## config.mk

```make
export PLATFORM = sky130hd
export DESIGN_NAME = sc_trace_capture
export DESIGN_NICKNAME = d
export VERILOG_FILES = /design/src/rtl/sc_trace_capture.sv
export SDC_FILE = /design/constraint.sdc
export NUM_CORES = 2
export LEC_CHECK = 0
export ABC_AREA = 1
export CAP_MARGIN = 20
export CORE_ASPECT_RATIO = 1.25
export CORE_MARGIN = 4
export CORE_UTILIZATION = 45
export DETAILED_ROUTE_END_ITERATION = 7
export HOLD_SLACK_MARGIN = 0.02
export PLACE_DENSITY_LB_ADDON = 0.15
export SLEW_MARGIN = 20
export SYNTH_ARGS = -nofsm -noshare
export SYNTH_HDL_FRONTEND = slang
export SYNTH_SLANG_ARGS = --single-unit
```

## constraint.sdc

```tcl
create_clock -name CLK -period 9.5 [get_ports CLK]
set_clock_uncertainty 0.05 [all_clocks]
set_input_delay 0.95 -clock CLK [delete_from_list [all_inputs] [get_ports CLK]]
set_output_delay 0.95 -clock CLK [all_outputs]
set_load 0.005 [all_outputs]
```

## src/rtl/sc_trace_capture.sv

```systemverilog
// rtl/sc_trace_capture.sv - trigger-qualified circular trace capture with valid/ready drain
module sc_trace_capture #(
    parameter int NCH    = 4,
    parameter int DATA_W = 32,
    parameter int DEPTH  = 16,
    localparam int AW    = $clog2(DEPTH)
) (
    input  logic                  CLK,
    input  logic                  rst,
    input  logic                  arm,
    input  logic                  abort,
    input  logic                  probe_en,
    input  logic [NCH*DATA_W-1:0] probe,
    input  logic [DATA_W-1:0]     trig_val,
    input  logic [DATA_W-1:0]     trig_mask,
    input  logic [AW-1:0]         post_cnt,
    output logic                  rd_valid,
    input  logic                  rd_ready,
    output logic [NCH*DATA_W-1:0] rd_data,
    output logic                  rd_last,
    output logic                  triggered,
    output logic                  busy,
    output logic [31:0]           cyc_cnt
);
    typedef enum logic [1:0] {S_IDLE, S_ARMED, S_POST, S_DONE} state_t;

    localparam logic [AW:0] FULL = (AW+1)'(DEPTH);
    localparam logic [AW:0] ONE  = {{AW{1'b0}}, 1'b1};

    state_t                state;
    logic [AW-1:0]         wr_ptr;
    logic [AW-1:0]         rd_ptr;
    logic [AW-1:0]         remain;
    logic [AW:0]           fill;
    logic [AW:0]           rd_cnt;
    logic [NCH*DATA_W-1:0] mem [DEPTH];

    logic                  wr_en;
    logic                  hit;
    logic [AW:0]           fill_nxt;
    logic [AW-1:0]         wr_ptr_nxt;
    logic [31:0]           cyc_inc;

    always_comb begin
        wr_en      = ((state == S_ARMED) || (state == S_POST)) && probe_en;
        hit        = ((probe[DATA_W-1:0] ^ trig_val) & trig_mask) == '0;
        fill_nxt   = (wr_en && (fill != FULL)) ? fill + 1'b1 : fill;
        wr_ptr_nxt = wr_en ? wr_ptr + 1'b1 : wr_ptr;
        cyc_inc    = (cyc_cnt == 32'hFFFF_FFFF) ? cyc_cnt : cyc_cnt + 32'd1;
    end

    assign busy     = (state != S_IDLE);
    assign rd_valid = (state == S_DONE) && (rd_cnt != '0);
    assign rd_last  = rd_valid && (rd_cnt == ONE);
    assign rd_data  = rd_valid ? mem[rd_ptr] : '0;

    // RAM is deliberately left without reset; fill/rd_cnt gate every read.
    always_ff @(posedge CLK) begin
        if (wr_en && !abort)
            mem[wr_ptr] <= probe;
    end

    always_ff @(posedge CLK or negedge rst) begin
        if (!rst) begin
            state     <= S_IDLE;
            wr_ptr    <= '0;
            rd_ptr    <= '0;
            remain    <= '0;
            fill      <= '0;
            rd_cnt    <= '0;
            triggered <= 1'b0;
            cyc_cnt   <= '0;
        end else if (abort) begin
            state     <= S_IDLE;
            fill      <= '0;
            rd_cnt    <= '0;
            triggered <= 1'b0;
        end else begin
            case (state)
                S_IDLE: begin
                    if (arm) begin
                        state     <= S_ARMED;
                        wr_ptr    <= '0;
                        fill      <= '0;
                        triggered <= 1'b0;
                        cyc_cnt   <= '0;
                        remain    <= post_cnt;
                    end
                end
                S_ARMED: begin
                    cyc_cnt <= cyc_inc;
                    if (wr_en) begin
                        wr_ptr <= wr_ptr_nxt;
                        fill   <= fill_nxt;
                        if (hit) begin
                            triggered <= 1'b1;
                            if (remain == '0) begin
                                state  <= S_DONE;
                                rd_ptr <= (fill_nxt == FULL) ? wr_ptr_nxt : '0;
                                rd_cnt <= fill_nxt;
                            end else begin
                                state <= S_POST;
                            end
                        end
                    end
                end
                S_POST: begin
                    cyc_cnt <= cyc_inc;
                    if (wr_en) begin
                        wr_ptr <= wr_ptr_nxt;
                        fill   <= fill_nxt;
                        remain <= remain - 1'b1;
                        // Oldest entry sits at the write pointer once the ring has wrapped.
                        if (remain == ONE[AW-1:0]) begin
                            state  <= S_DONE;
                            rd_ptr <= (fill_nxt == FULL) ? wr_ptr_nxt : '0;
                            rd_cnt <= fill_nxt;
                        end
                    end
                end
                S_DONE: begin
                    cyc_cnt <= cyc_inc;
                    if (rd_valid && rd_ready) begin
                        rd_ptr <= rd_ptr + 1'b1;
                        rd_cnt <= rd_cnt - 1'b1;
                        if (rd_cnt == ONE)
                            state <= S_IDLE;
                    end
                end
                default: state <= S_IDLE;
            endcase
        end
    end
endmodule

```

-- After elaboration in Yosys (flattened, before gate mapping)
Memories as Yosys holds them, arrays and structs flattened.
Cells that the tools add are included.
- RAM bits: 2048
- bits in registers: 57
- memories: 1
- word-level logic and storage cells: 121
- reduce and logical (&&, ||, !) cells: 29
- add/sub/neg operators: 6
- bitwise operators: 3
- multiplexer cells: 48
- equality and inequality tests: 26
- memories (name ; words ; width ; read ports ; clocked after memory_dff ; write ports ; line ; RTL):
    mem ; 16 ; 128 ; 1 ; 0 ; 1 ; 36 ; logic [NCH*DATA_W-1:0] mem [DEPTH];
- operators by type and width (operator ; number):
    2-to-1 mux 128 bit ; 1
    2-to-1 mux 32 bit ; 2
    one-hot mux 32 bit (2 select lines) ; 1
    2-to-1 mux 5 bit ; 11
    2-to-1 mux 4 bit ; 11
    adder 32 x 1 -> 32 bit, second input constant ; 1
    AND 32 bit ; 1
    equality test 32 bit, second input constant ; 1
    zero test 32 bit ; 1
    XOR 32 bit ; 1
    2-to-1 mux 2 bit ; 8
    one-hot mux 4 bit (2 select lines) ; 2
    one-hot mux 5 bit (3 select lines) ; 1
    AND reduction 7 bit ; 2
    != test 3 x 2 -> 1 bit, second input constant ; 4
    != test 3 bit, second input constant ; 4
    one-hot mux 4 bit (3 select lines) ; 1
    AND reduction 4 bit ; 3
    != test 2 bit, second input constant ; 5
    one-hot mux 5 bit (2 select lines) ; 1
    nonzero test 3 bit ; 3
    adder 4 x 1 -> 4 bit, second input constant ; 2
    != test 2 x 1 -> 1 bit, second input constant ; 4
    one-hot mux 2 bit (4 select lines) ; 1
    other kinds (25) ; 40

-- Logic depth before layout (Yosys ltp)
- word-level depth: 11
- gate-level depth with buffers: 14

-- Worst setup path after synthesis
Ideal clock, no wire load.
- path kind: input to register
- start point: in abort
- end point: mem mem[0][0] (netlist bit) (enable)
- stages on the path: 4
- setup time: 0.617 ns
- data arrival time: 6.750 ns
- path slack: 2.083 ns
- cell sequence: buf_2 nor2_1 nand2_1 nor2_1
- cells in the longest elaborated chain, start to end: 4
- ends and longest elaborated chain (what ; line ; RTL):
    start, declared ; 11 ; input logic abort,
    zero test 1 bit ; 59 ; if (wr_en && !abort)
    logical AND 1 bit ; 59 ;
    2-to-1 mux 1 bit ; 59 ;
    2-to-1 mux 1 bit (not written as such) ; 60 ; mem[wr_ptr] <= probe;
    end, declared ; 36 ;
No other way between the ends.

-- Final worst setup path
- start point: reg rd_ptr[2]
- end point: out rd_data[97]
- cells in the longest elaborated chain, start to end: 2
- ends and longest elaborated chain (what ; line ; RTL):
    start, declared ; 32 ; logic [AW-1:0] rd_ptr;
    start signal, assigned ; 99 ; rd_ptr <= (fill_nxt == FULL) ? wr_ptr_nxt : '0;
    start signal, assigned ; 116 ; rd_ptr <= (fill_nxt == FULL) ? wr_ptr_nxt : '0;
    start signal, assigned ; 124 ; rd_ptr <= rd_ptr + 1'b1;
    memory (16 x 128 bit) ; n/a ;
    2-to-1 mux 128 bit ; 55 ; assign rd_data = rd_valid ? mem[rd_ptr] : '0;
    end, declared ; 19 ; output logic [NCH*DATA_W-1:0] rd_data,
No other way between the ends.

==> metrics.md <==
| Metric | Value |
|---|---|
| Crit. End Element | primary output |
| Design area | 95,700 µm² |
| Drt pass-1 iters | 7 |
| Clk pin slew, worst setup/hold paths | 60 ps |
| I/O Pins | 366 |
| Fin util | 0.520 |
| Fin. max-slew vios | 0 |
| Placed cell count | 8,581 |
| Worst-Skew Late Latency | 840 ps |
| Fin nets | 6,607 |
| Leak pwr | 30.2 nW |
| Post-synthesis compound-gate area fraction | 0.138 |
| Post-Synthesis Cells | 6,188 |
| Area grow syn2layout | 14.7% |
| Outcome | complete, no violations |
| Mux contribution to synthesized area | 0 |
| Max-slew headroom | 0.227 |
| Root Buffer | clkbuf_16 |
| Largest net degree at the start of global routing | 232 |
| Simple-gate share of the synthesized area | 0.0757 |
| Sequential area share after synthesis | 0.754 |
| Share of post-route cells with drive strength above 1 | 0.0615 |
| Routed WL | 232,000 µm |
| Synthesized area per cell | 13.5 µm² |
| Post-Synth XOR/XNOR Area | 0.00210 |
| Clock Tree Buf Depth | 3 |
| CTS Buf Count | 207 |
| Number of antenna violations at the first check in global routing | 28 |
| DRC Markers | 0 |
| Final non-filler cell total | 8,975 |
| RSZ-0062 raised after global routing | no |
| Worst VDD drop | 0.213 mV |
| Fillcell total | 15,484 |
| Fin Hold WS | 214 ps |
| Global-route usage over all layers | 0.237 |
| Via count | 53,643 |
| Total grt overflow | 0 |
| Synth cell types | 42 |
| Synthesized net count | 6,408 |
| H-Tree Depth | 4 |
| Setup TNS | 0 ps |
| IO Port Bufs | 365 |
| Initial DRC count | 4,841 |
| WL/cell | 25.9 µm |
| Post-CTS Setup Inserts | 0 |
| Vias in the first global route | 52,377 |
| Die Height | 489 µm |
| Yosys reg bits | 2,105 |
| Core Region | 184,000 µm² |
| ANT nets after route | 0 |
| Reg2Reg Setup Slack | 5280 ps |
| Die X | 393 µm |
| Post-cts hold buffer count | 0 |
| Worst EP required | 8500 ps |
| Arrival @ worst endpoint | 5540 ps |
| Largest family of logic cells by synthesized area | compound AO/OA/AOI/OAI gates |
| Post-CTS sizing | 0 |
| YS warnings | 0 |
| Post-Place Cell Area | 89,200 µm² |
| Post-layout min period | 6540 ps |
| Initial core utilization | 0.453 |
| DR vias/cell | 5.98 |
| Cell Area, Synth | 83,400 µm² |
| Most common cell after layout, fill and taps aside | edfxtp_1 |
| CTS Sinks | 2,105 |
| GP Congestion | 0.808 |
| Fmax | 153 MHz |
| Most frequent cells in the layout | edfxtp_1, nor2_1, o21ai_0 |
| Detailed placement HPWL | 109,000 µm |
| Tightest Pin Transition | 1160 ps |
| CTS tree | built |
| Critical path fanouts, max | 74 |
| Adder-Cell Fraction of Synth Area | 0.00270 |
| Max Cap Viol | 0 |
| Critical path class | register to primary output |
| Final period utilization | 0.688 |
| Fin. Hold Viols | 0 |
| First-pass GRT wire length | 341,000 µm |
| Row count | 176 |
| Worst hold path class | primary input to asynchronous set/reset pin |
| Power density over cell area | 239 nW/µm² |
| Die Area | 192,000 µm² |
| Crit start category | register |
| # setup viols final | 0 |
## worst max-delay path, cell delays in order, from the launching register on
cell and delay [ps]:
dfrtp_4 1080, buf_4 720, buf_4 590, buf_4 860, o211ai_1 200, a21oi_1 460
clkdlybuf4s50_1 610
## registers in the layout, summed over array words and instances (netlist names)
register and flops:
cyc_cnt 32, fill 5, mem 2048, rd_cnt 5
rd_ptr 4, remain 4, state 2, triggered 1
wr_ptr 4
## kinds of logic (layout without fill, tap and decap cells)
group / count (synthesis) / count (layout)
flip-flops: 2105 / 2105
AO/OA/AOI/OAI: 1896 / 1896
AND/OR/NAND/NOR: 1584 / 1584
buffers and inverters: 565 / 932
XOR/XNOR: 20 / 20
adder cells (fa/ha/maj): 18 / 18
other: 0 / 17
## where the power goes
part	internal, mW	switching [mW]
Combinational	1.30	3.13
Clock	4.40	3.48
Sequential	10.4	0.150
## metal layers
metal / vias to the layer above / part of all wire / GRT usage
met5: - / 0.00060 / 0
met4: 20 / 0.020 / 0.0612
met3: 353 / 0.072 / 0.0431
met2: 1892 / 0.49 / 0.397
met1: 27393 / 0.42 / 0.323
li1: 23985 / - / -
## cell type report
class / count / area (µm²) / area share
Timing Repair Buffer: 442 / 4460 / 0.0465
Sequential cell: 2105 / 62900 / 0.658
Clock inverter: 127 / 1130 / 0.0118
Multi-Input combinational cell: 3518 / 18300 / 0.191
Tap cell: 2403 / 3010 / 0.0314
Inverter: 113 / 463 / 0.00484
Antenna cell: 17 / 42.5 / 0.000444
Clock buffer: 250 / 5360 / 0.0560
## Yosys cell counts
| library cell | n | share of area |
|---|---|---|
| inv_4 | 1 | 0.000075 |
| nand3_1 | 188 | 0.011 |
| nor2_1 | 1100 | 0.049 |
| a211oi_2 | 1 | 0.00015 |
| nand4_2 | 1 | 0.00015 |
| o21a_1 | 1 | 0.000090 |
| buf_1 | 5 | 0.00022 |
| edfxtp_1 | 2048 | 0.74 |
| nand2_1 | 241 | 0.011 |
| o31ai_1 | 11 | 0.00099 |
| nor3_1 | 18 | 0.0011 |
| o21ai_1 | 38 | 0.0023 |
| buf_2 | 88 | 0.0053 |
| nor3b_1 | 1 | 0.000090 |
| o211ai_1 | 152 | 0.014 |
| buf_8 | 1 | 0.00018 |
| ha_1 | 18 | 0.0027 |
| o22ai_1 | 154 | 0.012 |
| a22o_1 | 1 | 0.00011 |
| nor4_1 | 1 | 0.000075 |
| nor2_2 | 2 | 0.00015 |
| xnor2_1 | 4 | 0.00042 |
| or2_1 | 1 | 0.000075 |
| o221ai_1 | 365 | 0.038 |
| buf_4 | 11 | 0.00099 |
| a211oi_1 | 1 | 0.000090 |
| inv_2 | 6 | 0.00027 |
| o21bai_1 | 1 | 0.000090 |
| or2_2 | 8 | 0.00060 |
| nand4_1 | 16 | 0.0012 |
| clkbuf_1 | 345 | 0.016 |
| a21oi_1 | 142 | 0.0085 |
| nand2_2 | 3 | 0.00022 |
| nor2_4 | 1 | 0.00013 |
| inv_1 | 106 | 0.0048 |
| a22oi_1 | 1 | 0.000090 |
| o21ai_0 | 1027 | 0.062 |
| a21o_1 | 1 | 0.000090 |
| xor2_1 | 16 | 0.0017 |
| nand3b_1 | 3 | 0.00027 |
| dfrtp_1 | 57 | 0.017 |
| buf_6 | 2 | 0.00027 |
## per-stage QoR
step / power [mW] / worst slack, ps
final: 22.9 / 2960
after global routing: 23.9 / 2810
after CTS: 23.1 / 2940
after detailed placement: 15.2 / 3880
after global placement: 15.1 / 3910
after floorplan: 13.7 / 2080
## final timing paths
path | end | cells past startpoint | startpoint
min reg2reg | triggered | 2 | triggered
max reg2reg | mem[10][42] | 8 | state[0]
max in group asynchronous | rd_ptr[2] | 2 | rst
min in group CLK | triggered | 2 | triggered
max | rd_data[97] | 6 | rd_ptr[2]
min | remain[1] | 2 | rst
(Power assumes the default switching activity.)
